### config.mk
export PLATFORM = sky130hd
export DESIGN_NAME = fetch_ctrl
export DESIGN_NICKNAME = d
export VERILOG_FILES = /design/src/rtl/fetch_ctrl.sv
export SDC_FILE = /design/constraint.sdc
export NUM_CORES = 1
export LEC_CHECK = 0
export BUFFER_PORTS_ARGS = -buffer_cell sky130_fd_sc_hd__buf_2
export CAP_MARGIN = 20
export CORE_AREA = 5 5 103 66
export DETAILED_ROUTE_END_ITERATION = 16
export DIE_AREA = 0 0 108 71
export MAX_ROUTING_LAYER = met4
export PLACE_DENSITY_LB_ADDON = 0.1
export SYNTH_ARGS = -nofsm -noshare
export SYNTH_HDL_FRONTEND = slang
export SYNTH_SLANG_ARGS = --single-unit
### constraint.sdc
create_clock -name clk -period 1.97 [get_ports clk]
set_clock_uncertainty 0.15 [all_clocks]
set_input_delay 0.0985 -clock clk [delete_from_list [all_inputs] [get_ports clk]]
set_output_delay 0.0985 -clock clk [all_outputs]
set_load 0.03 [all_outputs]
### src/rtl/fetch_ctrl.sv
// rtl/fetch_ctrl.sv - instruction fetch / pipeline hazard controller
//
// Purpose:
//   Sequences instruction fetch after reset and coordinates next-PC selection,
//   PC/IF-ID stalls and IF-ID/ID-EX flushes. It handles EX-stage redirects
//   (JALR > JAL > taken branch), ID-stage load-use hazards and an
//   outstanding fetch that a redirect has made stale. It also keeps two
//   saturating performance counters.
//
// Ports:
//   clk             in   sole clock, rising edge
//   rst             in   asynchronous active-low reset
//   imem_req        out  fetch request for the current PC
//   imem_ack        in   one-cycle pulse: instruction at current PC valid
//   ld_use_hazard   in   ID-stage load-use hazard
//   ex_branch_taken in   EX-stage conditional branch resolved taken
//   ex_is_jal       in   EX-stage JAL
//   ex_is_jalr      in   EX-stage JALR
//   npc_op          out  next-PC select: PLUS4=000 BRANCH=001 JUMP=010 JALR=100
//   pc_stall        out  hold PC register
//   stall_ifid      out  hold IF/ID register
//   flush_ifid      out  bubble into IF/ID
//   flush_idex      out  bubble into ID/EX
//   redir_cnt       out  saturating count of FETCH-state redirects
//   stall_cnt       out  saturating count of FETCH-state cycles with pc_stall=1

module fetch_ctrl #(
    parameter int BOOT_CYCLES = 2,
    parameter int CNT_W       = 16
) (
    input  logic             clk,
    input  logic             rst,
    output logic             imem_req,
    input  logic             imem_ack,
    input  logic             ld_use_hazard,
    input  logic             ex_branch_taken,
    input  logic             ex_is_jal,
    input  logic             ex_is_jalr,
    output logic [2:0]       npc_op,
    output logic             pc_stall,
    output logic             stall_ifid,
    output logic             flush_ifid,
    output logic             flush_idex,
    output logic [CNT_W-1:0] redir_cnt,
    output logic [CNT_W-1:0] stall_cnt
);

    localparam logic [1:0] ST_BOOT  = 2'd0;
    localparam logic [1:0] ST_FETCH = 2'd1;
    localparam logic [1:0] ST_DRAIN = 2'd2;

    localparam logic [2:0] NPC_PLUS4  = 3'b000;
    localparam logic [2:0] NPC_BRANCH = 3'b001;
    localparam logic [2:0] NPC_JUMP   = 3'b010;
    localparam logic [2:0] NPC_JALR   = 3'b100;

    // Last boot-counter value; BOOT lasts BOOT_CYCLES cycles counting from 0.
    localparam logic [3:0] BOOT_LAST = 4'(BOOT_CYCLES - 1);

    localparam logic [CNT_W-1:0] CNT_ONE = CNT_W'(1);
    localparam logic [CNT_W-1:0] CNT_MAX = {CNT_W{1'b1}};

    logic [1:0]       r_state;
    logic [3:0]       r_boot_cnt;
    logic [CNT_W-1:0] r_redir_cnt;
    logic [CNT_W-1:0] r_stall_cnt;

    logic [1:0]       w_next_state;
    logic             w_redirect;
    logic             w_in_fetch;
    logic             w_boot_done;
    logic             w_redir_inc;
    logic             w_stall_inc;

    assign w_redirect  = ex_is_jalr | ex_is_jal | ex_branch_taken;
    assign w_in_fetch  = (r_state == ST_FETCH);
    assign w_boot_done = (r_boot_cnt == BOOT_LAST);

    // Counters only observe FETCH; redirects seen in BOOT or DRAIN belong to
    // instructions that are already being discarded.
    assign w_redir_inc = w_in_fetch & w_redirect;
    assign w_stall_inc = w_in_fetch & pc_stall;

    // Control outputs are purely combinational so that a redirect or hazard
    // steers the PC mux in the same cycle EX/ID raises it.
    always_comb begin
        imem_req     = 1'b0;
        npc_op       = NPC_PLUS4;
        pc_stall     = 1'b0;
        stall_ifid   = 1'b0;
        flush_ifid   = 1'b0;
        flush_idex   = 1'b0;
        w_next_state = r_state;

        case (r_state)
            ST_BOOT: begin
                pc_stall   = 1'b1;
                flush_ifid = 1'b1;
                if (w_boot_done) begin
                    w_next_state = ST_FETCH;
                end
            end

            ST_FETCH: begin
                imem_req = 1'b1;
                if (w_redirect) begin
                    // Redirect wins over the load-use hazard: the stalled
                    // instruction is being flushed anyway.
                    if (ex_is_jalr) begin
                        npc_op = NPC_JALR;
                    end else if (ex_is_jal) begin
                        npc_op = NPC_JUMP;
                    end else begin
                        npc_op = NPC_BRANCH;
                    end
                    flush_ifid = 1'b1;
                    flush_idex = 1'b1;
                    // Without an ack the fetch in flight is for the old path;
                    // its late ack must be swallowed in DRAIN.
                    if (!imem_ack) begin
                        w_next_state = ST_DRAIN;
                    end
                end else if (ld_use_hazard) begin
                    pc_stall   = 1'b1;
                    stall_ifid = 1'b1;
                    flush_idex = 1'b1;
                end else begin
                    pc_stall   = ~imem_ack;
                    flush_ifid = ~imem_ack;
                end
            end

            ST_DRAIN: begin
                pc_stall   = 1'b1;
                flush_ifid = 1'b1;
                if (imem_ack) begin
                    w_next_state = ST_FETCH;
                end
            end

            default: begin
                pc_stall     = 1'b1;
                flush_ifid   = 1'b1;
                w_next_state = ST_BOOT;
            end
        endcase
    end

    always_ff @(posedge clk or negedge rst) begin
        if (!rst) begin
            r_state    <= ST_BOOT;
            r_boot_cnt <= 4'd0;
        end else begin
            r_state <= w_next_state;
            if (r_state == ST_BOOT && !w_boot_done) begin
                r_boot_cnt <= r_boot_cnt + 4'd1;
            end else begin
                r_boot_cnt <= 4'd0;
            end
        end
    end

    always_ff @(posedge clk or negedge rst) begin
        if (!rst) begin
            r_redir_cnt <= '0;
            r_stall_cnt <= '0;
        end else begin
            if (w_redir_inc && r_redir_cnt != CNT_MAX) begin
                r_redir_cnt <= r_redir_cnt + CNT_ONE;
            end
            if (w_stall_inc && r_stall_cnt != CNT_MAX) begin
                r_stall_cnt <= r_stall_cnt + CNT_ONE;
            end
        end
    end

    assign redir_cnt = r_redir_cnt;
    assign stall_cnt = r_stall_cnt;

endmodule

==> results.md, run 1 <==
* Status: finished, final reports clean
* ANT nets after route at 0
* Cells after synthesis at 185
* CTS Buf Count at 5
* Vias per std cell at 4.69
* Die Width at 108 um
* Placeable Area at 5840 um^2
* Die area at 7670 um^2
* Most common cell after layout, fill and taps aside: buf_2
* Design Area, Final at 2610 um^2
* Worst Hold End: r_state[0]
* Synth cell types at 33
* Worst reg2reg startpoint: r_state[1]
* Number of global-route vias before repair at 1472
* # IOs at 47
* Initial Utilization at 33.4%
* Worst-path clk slew at 0.08 ns
* Endpoint type of the worst setup path: flop
* Ant diodes at 0
* Initial drt markers at 37
* Crit-path cells: nand2b_4 > or4b_4 > nor2_1 > mux2_2
* CTS tree: yes
* Share of cells above drive strength 1 at 36.2%
* CP max stage delay at 0.61 ns
* Number of max-cap violations at 0
* Slew margin rel. at 68.7%
* RePlAce Congestion at 0.750
* Largest fanout on the critical path at 11
* Via count at 1615
* Worst Path Required at 2.00 ns
* Arrival @ worst endpoint at 1.94 ns
* Worst-margin pin slew at 0.470 ns
* Largest net degree at the start of global routing at 21
* Wire length per cell at 13.8 um
* Rows at 22
* Fin crit period at 1.91 ns
* R2r endpoint: stall_cnt[1]
* Crit Path Class: flop to flop
* Longest Clk Path Bufs at 2
* DRC at 0
* Clk_lat worst skew at 0.29 ns
* Placement Cell Area at 2450 um^2
* Gr ovfl total at 0
* Total Nets Final at 270
* #FFs+latches synth at 38
* Initial antenna violation count at 0
* Port Buffer Count at 46
* RSZ-0062 raised after global routing: true
* Max rail drop VDD at 0.891 mV
* Avg Inst Size Synth at 10.5 um^2
* Final worst path period share at 97.1%
* Final Power at 2.89 mW
* R2R cell count at 4
* Max Slew Vio Count at 0
* Syn-to-layout area delta at 34.0%
* Pre-CTS setup slack at 0.0755 ns
* Crit-path slowest cell: or4b_4
* Final hold violation count at 0
* Hold path startpoint: imem_ack
* Commonest non-fill, non-tap cells in the layout: buf_2 (46), dfrtp_1 (34), xor2_1 (26), buf_4 (21), nand2_1 (16)
* Post-Route WL at 4740 um
* Highest clock rate at 0.523 GHz
* CP top delay family: simple AND/OR/NAND/NOR gates
* Setup WS post-layout at 0.0569 ns
* CTS root buf: clkbuf_8
* Startpoint types: flop
* Die H at 71 um
* First-pass GRT wire length at 7870 um
* Setup-failing EPs final at 0
* Dpl hpwl at 3630 um
* Min-delay worst type: input port to flop
* # clock sinks at 38
* Aggregate global-route resource usage at 13.6%
* Synth warn at 0
* Sequential share of the synthesized area at 48.8%
* CTS H-tree lvls at 2
* Synthesized area at 1950 um^2
* Worst reg-to-reg setup slack at 0.06 ns
* Lkg Pwr at 1.30 nW
* Net count after synthesis at 196
* Router iterations before antenna repair at 4
* PD cells at 1100 nW/um^2
* Worst hold stages at 3
* CP bufs+invs at 0
flip-flops by register name, summed over array words and instances, names as in the netlist:
register    flops
r_state         2
redir_cnt      16
stall_cnt      16
r_boot_cnt      4
metal layers:
layer | part of all wire, % | global-route usage, % | routed length, um
met5 | 0 | - | 0
met4 | 1.0 | 4.62 | 48
met3 | 3.0 | 3.46 | 142
met2 | 39 | 14.9 | 1840
met1 | 57 | 22.3 | 2720
layout make-up:
class / instances / area, um^2
fill: 592 / 3220
multi-input combinational: 140 / 1020
sequential: 38 / 956
timing repair buffer: 69 / 408
tap: 84 / 105
clock buffer: 5 / 68.8
clock inverter: 3 / 40.0
inverter: 5 / 18.8
metrics by stage:
stage | util, % | std cells | TNS (ns) | hold WS (ns)
after floorplan | - | 185 | -0.0450 | -0.347
after global placement | 42.0 | 333 | 0 | -0.0615
after detailed placement | 42.0 | 333 | 0 | -0.0708
after CTS | 44.3 | 343 | 0 | 0.0183
after global routing | 44.8 | 344 | -0.0641 | 0.0265
final | 44.8 | 344 | 0 | 0.0196
cells in the mapped netlist:
cell type   n  share of area (%)
clkbuf_1    1               0.19
nand2b_4    1               0.71
o21ai_0     3               0.77
nor2_1     12                2.3
a21oi_1     3               0.77
or4b_4      1               0.71
and4b_1     1               0.51
xnor2_1     5                2.2
or3_1       1               0.32
inv_1       5               0.96
and3_1      4                1.3
nand4_1    12                3.9
and2_1      3               0.96
buf_6       1               0.58
nor4_2      1               0.64
dfrtp_1    38                 49
and2b_1     1               0.39
nor4b_2     1               0.77
ha_1        4                2.6
or3b_2      1               0.45
xor2_1     26                 12
nand2_1    16                3.1
nand3_1     7                1.8
mux2_2      3                1.7
nor3b_1     3                1.2
o211ai_1    1               0.39
nand2b_1    1               0.32
nor4_4      1                1.1
a211oi_1    1               0.39
nor4_1      8                2.6
a211o_1     1               0.45
nor3_1     13                3.3
and4_1      5                2.2
where the power goes:
group,internal (mW),total (mW),switching [mW]
Sequential,0.945,1.15,0.206
Clock,0.373,0.652,0.279
Combinational,0.409,1.08,0.673
worst max path at each step:
stage | from | to | slack [ns] | cells past startpoint
after global placement | r_state[1] | stall_cnt[1] | 0.09 | 4
after detailed placement | r_state[1] | stall_cnt[1] | 0.08 | 4
after global routing | r_state[1] | stall_cnt[7] | -0.02 | 4
after CTS | r_state[1] | stall_ifid | 0.02 | 6
final | r_state[1] | stall_cnt[1] | 0.06 | 4
after floorplan | redir_cnt[0] | redir_cnt[12] | -0.04 | 6
cell families after synthesis:
| group | synth area share (%) |
|---|---|
| compound gates | 2.76 |
| xor+xnor | 13.9 |
| fa+ha+maj | 2.57 |
| buf+inv | 1.73 |
| flops | 48.8 |
| mux | 1.73 |
| simple gates | 28.5 |
worst min-delay path: stages:
cell      delay, ns
buf_2          0.11
o21ai_0        0.07
o211ai_1       0.15
timing repair:
action / 4_1_cts / 5_1_grt
setup endpoints to repair: 0 / 7
resized for setup: 0 / 4
hold buffers: 2 / 0
hold endpoints to repair: 26 / 0
setup buffers: 0 / 1
Power figures use the tool's default switching activity.
==> run 2, diff against run 1 <==
--- a/config.mk
+++ b/config.mk
@@ -7,9 +7,12 @@
 export LEC_CHECK = 0
 export BUFFER_PORTS_ARGS = -buffer_cell sky130_fd_sc_hd__buf_2
 export CAP_MARGIN = 20
+export CELL_PAD_IN_SITES_DETAIL_PLACEMENT = 1
+export CELL_PAD_IN_SITES_GLOBAL_PLACEMENT = 1
 export CORE_AREA = 5 5 103 66
 export DETAILED_ROUTE_END_ITERATION = 16
 export DIE_AREA = 0 0 108 71
+export GPL_ROUTABILITY_DRIVEN = 0
 export MAX_ROUTING_LAYER = met4
 export PLACE_DENSITY_LB_ADDON = 0.1
 export SYNTH_ARGS = -nofsm -noshare
==> constraint.sdc (replaced) <==
create_clock -name clk -period 1.85 [get_ports clk]
set_clock_uncertainty 0.15 [all_clocks]
set_input_delay 0.0925 -clock clk [delete_from_list [all_inputs] [get_ports clk]]
set_output_delay 0.0925 -clock clk [all_outputs]
set_load 0.03 [all_outputs]
==> run 2 against run 1 <==
Effect of this change:
- the flow now finishes with violations (negative setup slack)
- register-to-register slack worse by 0.08 ns
- flip-flop and latch count stayed put
- die area did not move
- first-iteration DRC count decreased by 11%
==> results.md, run 2 (synthesized netlist as in run 1, its figures left out) <==
* Status: finished with violations
* Failing checks: negative setup slack
* Fin crit period at 1.87 ns
* Hold path startpoint: imem_ack
* Initial antenna violation count at 0
* Ant diodes at 0
* Most common cell after layout, fill and taps aside: buf_2
* Worst reg2reg startpoint: r_state[1]
* Max rail drop VDD at 0.567 mV
* ANT nets after route at 0
* Post-Route WL at 5630 um
* Number of global-route vias before repair at 1831
* Longest Clk Path Bufs at 2
* Setup-failing EPs final at 1
* Highest clock rate at 0.534 GHz
* Worst reg-to-reg setup slack at -0.02 ns
* First-pass GRT wire length at 9030 um
* DRC at 0
* Die Width at 108 um
* Placement Cell Area at 2750 um^2
* Largest net degree at the start of global routing at 23
* Die H at 71 um
* Gr ovfl total at 0
* Crit Path Class: flop to flop
* CTS H-tree lvls at 2
* Placeable Area at 5840 um^2
* Int Power at 1.85 mW
* Hold slack at 0.0774 ns
* Worst Path Required at 1.87 ns
* CTS Buf Count at 5
* Wire length per cell at 15.3 um
* Max Slew Vio Count at 0
* Final worst path period share at 101%
* Endpoint type of the worst setup path: flop
* Reg power frac at 38.1%
* PD cells at 1070 nW/um^2
* Router iterations before antenna repair at 4
* R2R cell count at 4
* Clk pwr share at 17.3%
* R2r endpoint: stall_cnt[1]
* RSZ-0062 raised after global routing: true
* M2 GR Usage at 23.1%
* Clk_lat worst skew at 0.28 ns
* Worst hold stages at 3
* GR met1 Demand/Resource at 21.3%
* Syn-to-layout area delta at 51.9%
* Startpoint types: flop
* CTS tree: yes
* Total Nets Final at 295
* Non-Filler Instances at 369
* Worst-margin pin slew at 0.431 ns
* Commonest non-fill, non-tap cells in the layout: buf_2 (45), buf_4 (44), xor2_1 (26), dfrtp_1 (22)
* Setup WS post-layout at -0.0222 ns
* Port Buffer Count at 46
* Dpl hpwl at 4270 um
* Gr busiest metal: met2
* Rows at 22
* Aggregate global-route resource usage at 15.4%
* Slew margin rel. at 71.3%
* CTS root buf: clkbuf_8
* Via count at 1766
* Final hold violation count at 0
* Vias per std cell at 4.79
* Initial Utilization at 33.4%
* Final Power at 3.17 mW
* # IOs at 47
* Die area at 7670 um^2
* Worst-path clk slew at 0.08 ns
* Share of power burned in combinational logic at 44.6%
* Worst Hold End: r_state[0]
* Largest fanout on the critical path at 8
* Share of cells above drive strength 1 at 49.5%
* Min-delay worst type: input port to flop
* Pre-CTS setup slack at -0.0601 ns
* # clock sinks at 38
* Psw at 1.32 mW
* Lkg Pwr at 1.42 nW
* Initial drt markers at 33
* Dpl cells at 354
* Number of max-cap violations at 0
* Worst setup path start: r_state[1]
* Met3 Use GR at 3.46%
* Arrival @ worst endpoint at 1.90 ns
* Sw Share at 41.5%
* Design Area, Final at 2960 um^2
-- run 2: critical path, stage by stage (launching register included) --
cell	delay (ns)
dfrtp_1	0.38
nand2b_4	0.14
or4b_4	0.57
nor2_2	0.18
mux2_2	0.34
-- run 2: how the worst max path moves through the flow --
| stage | depth (start not counted) | slack [ns] | endpoint |
|---|---|---|---|
| global route | 5 | -0.1 | stall_cnt[7] |
| CTS | 4 | 0.01 | stall_cnt[1] |
| floorplan | 6 | -0.13 | redir_cnt[12] |
| detailed placement | 5 | -0.06 | stall_cnt[4] |
| finish | 4 | -0.02 | stall_cnt[1] |
| global placement | 5 | -0.02 | stall_cnt[4] |
-- run 2: timing repair --
action / CTS / global route
hold buffers: 2 / 0
pin swaps: 3 / 7
setup endpoints to repair: 9 / 13
setup buffers: 1 / 4
endpoints found under the hold margin: 40 / 0
gates resized for setup: 6 / 7
-- run 2: layout make-up --
class	instances	area, um^2
clock buffers	6	72.6
well taps	84	105
flip-flops and latches	38	971
multi-input cells	140	1160
inverters	5	18.8
clock inverters	2	10.0
fillers	672	2880
repair buffers	94	618
-- run 2: metal layers --
layer | share of wire [%] | routed length [um] | vias to the layer above
met1 | 50 | 2820 | 868
met2 | 46 | 2570 | 23
met3 | 3.4 | 194 | 5
met5 | 0 | 0 | -
met4 | 0.71 | 40 | 0
li1 | - | - | 870
-- run 2: power by group through the flow --
stage / clock (mW) / sequential, mW / combinational [mW]
after global placement: 0 / 1.21 / 1.31
after CTS: 0.576 / 1.20 / 1.35
after detailed placement: 0 / 1.21 / 1.33
after floorplan: 0 / 1.47 / 0.532
final: 0.549 / 1.21 / 1.41
after global routing: 0.618 / 1.23 / 1.53
-- run 2: per-stage QoR --
step | utilization, % | TNS (ns)
3_5_place_dp | 47.1 | -0.180
2_1_floorplan | - | -0.870
4_1_cts | 49.5 | 0
6_report | 50.7 | -0.0222
5_1_grt | 50.7 | -0.473
3_3_place_gp | 47.1 | -0.0327
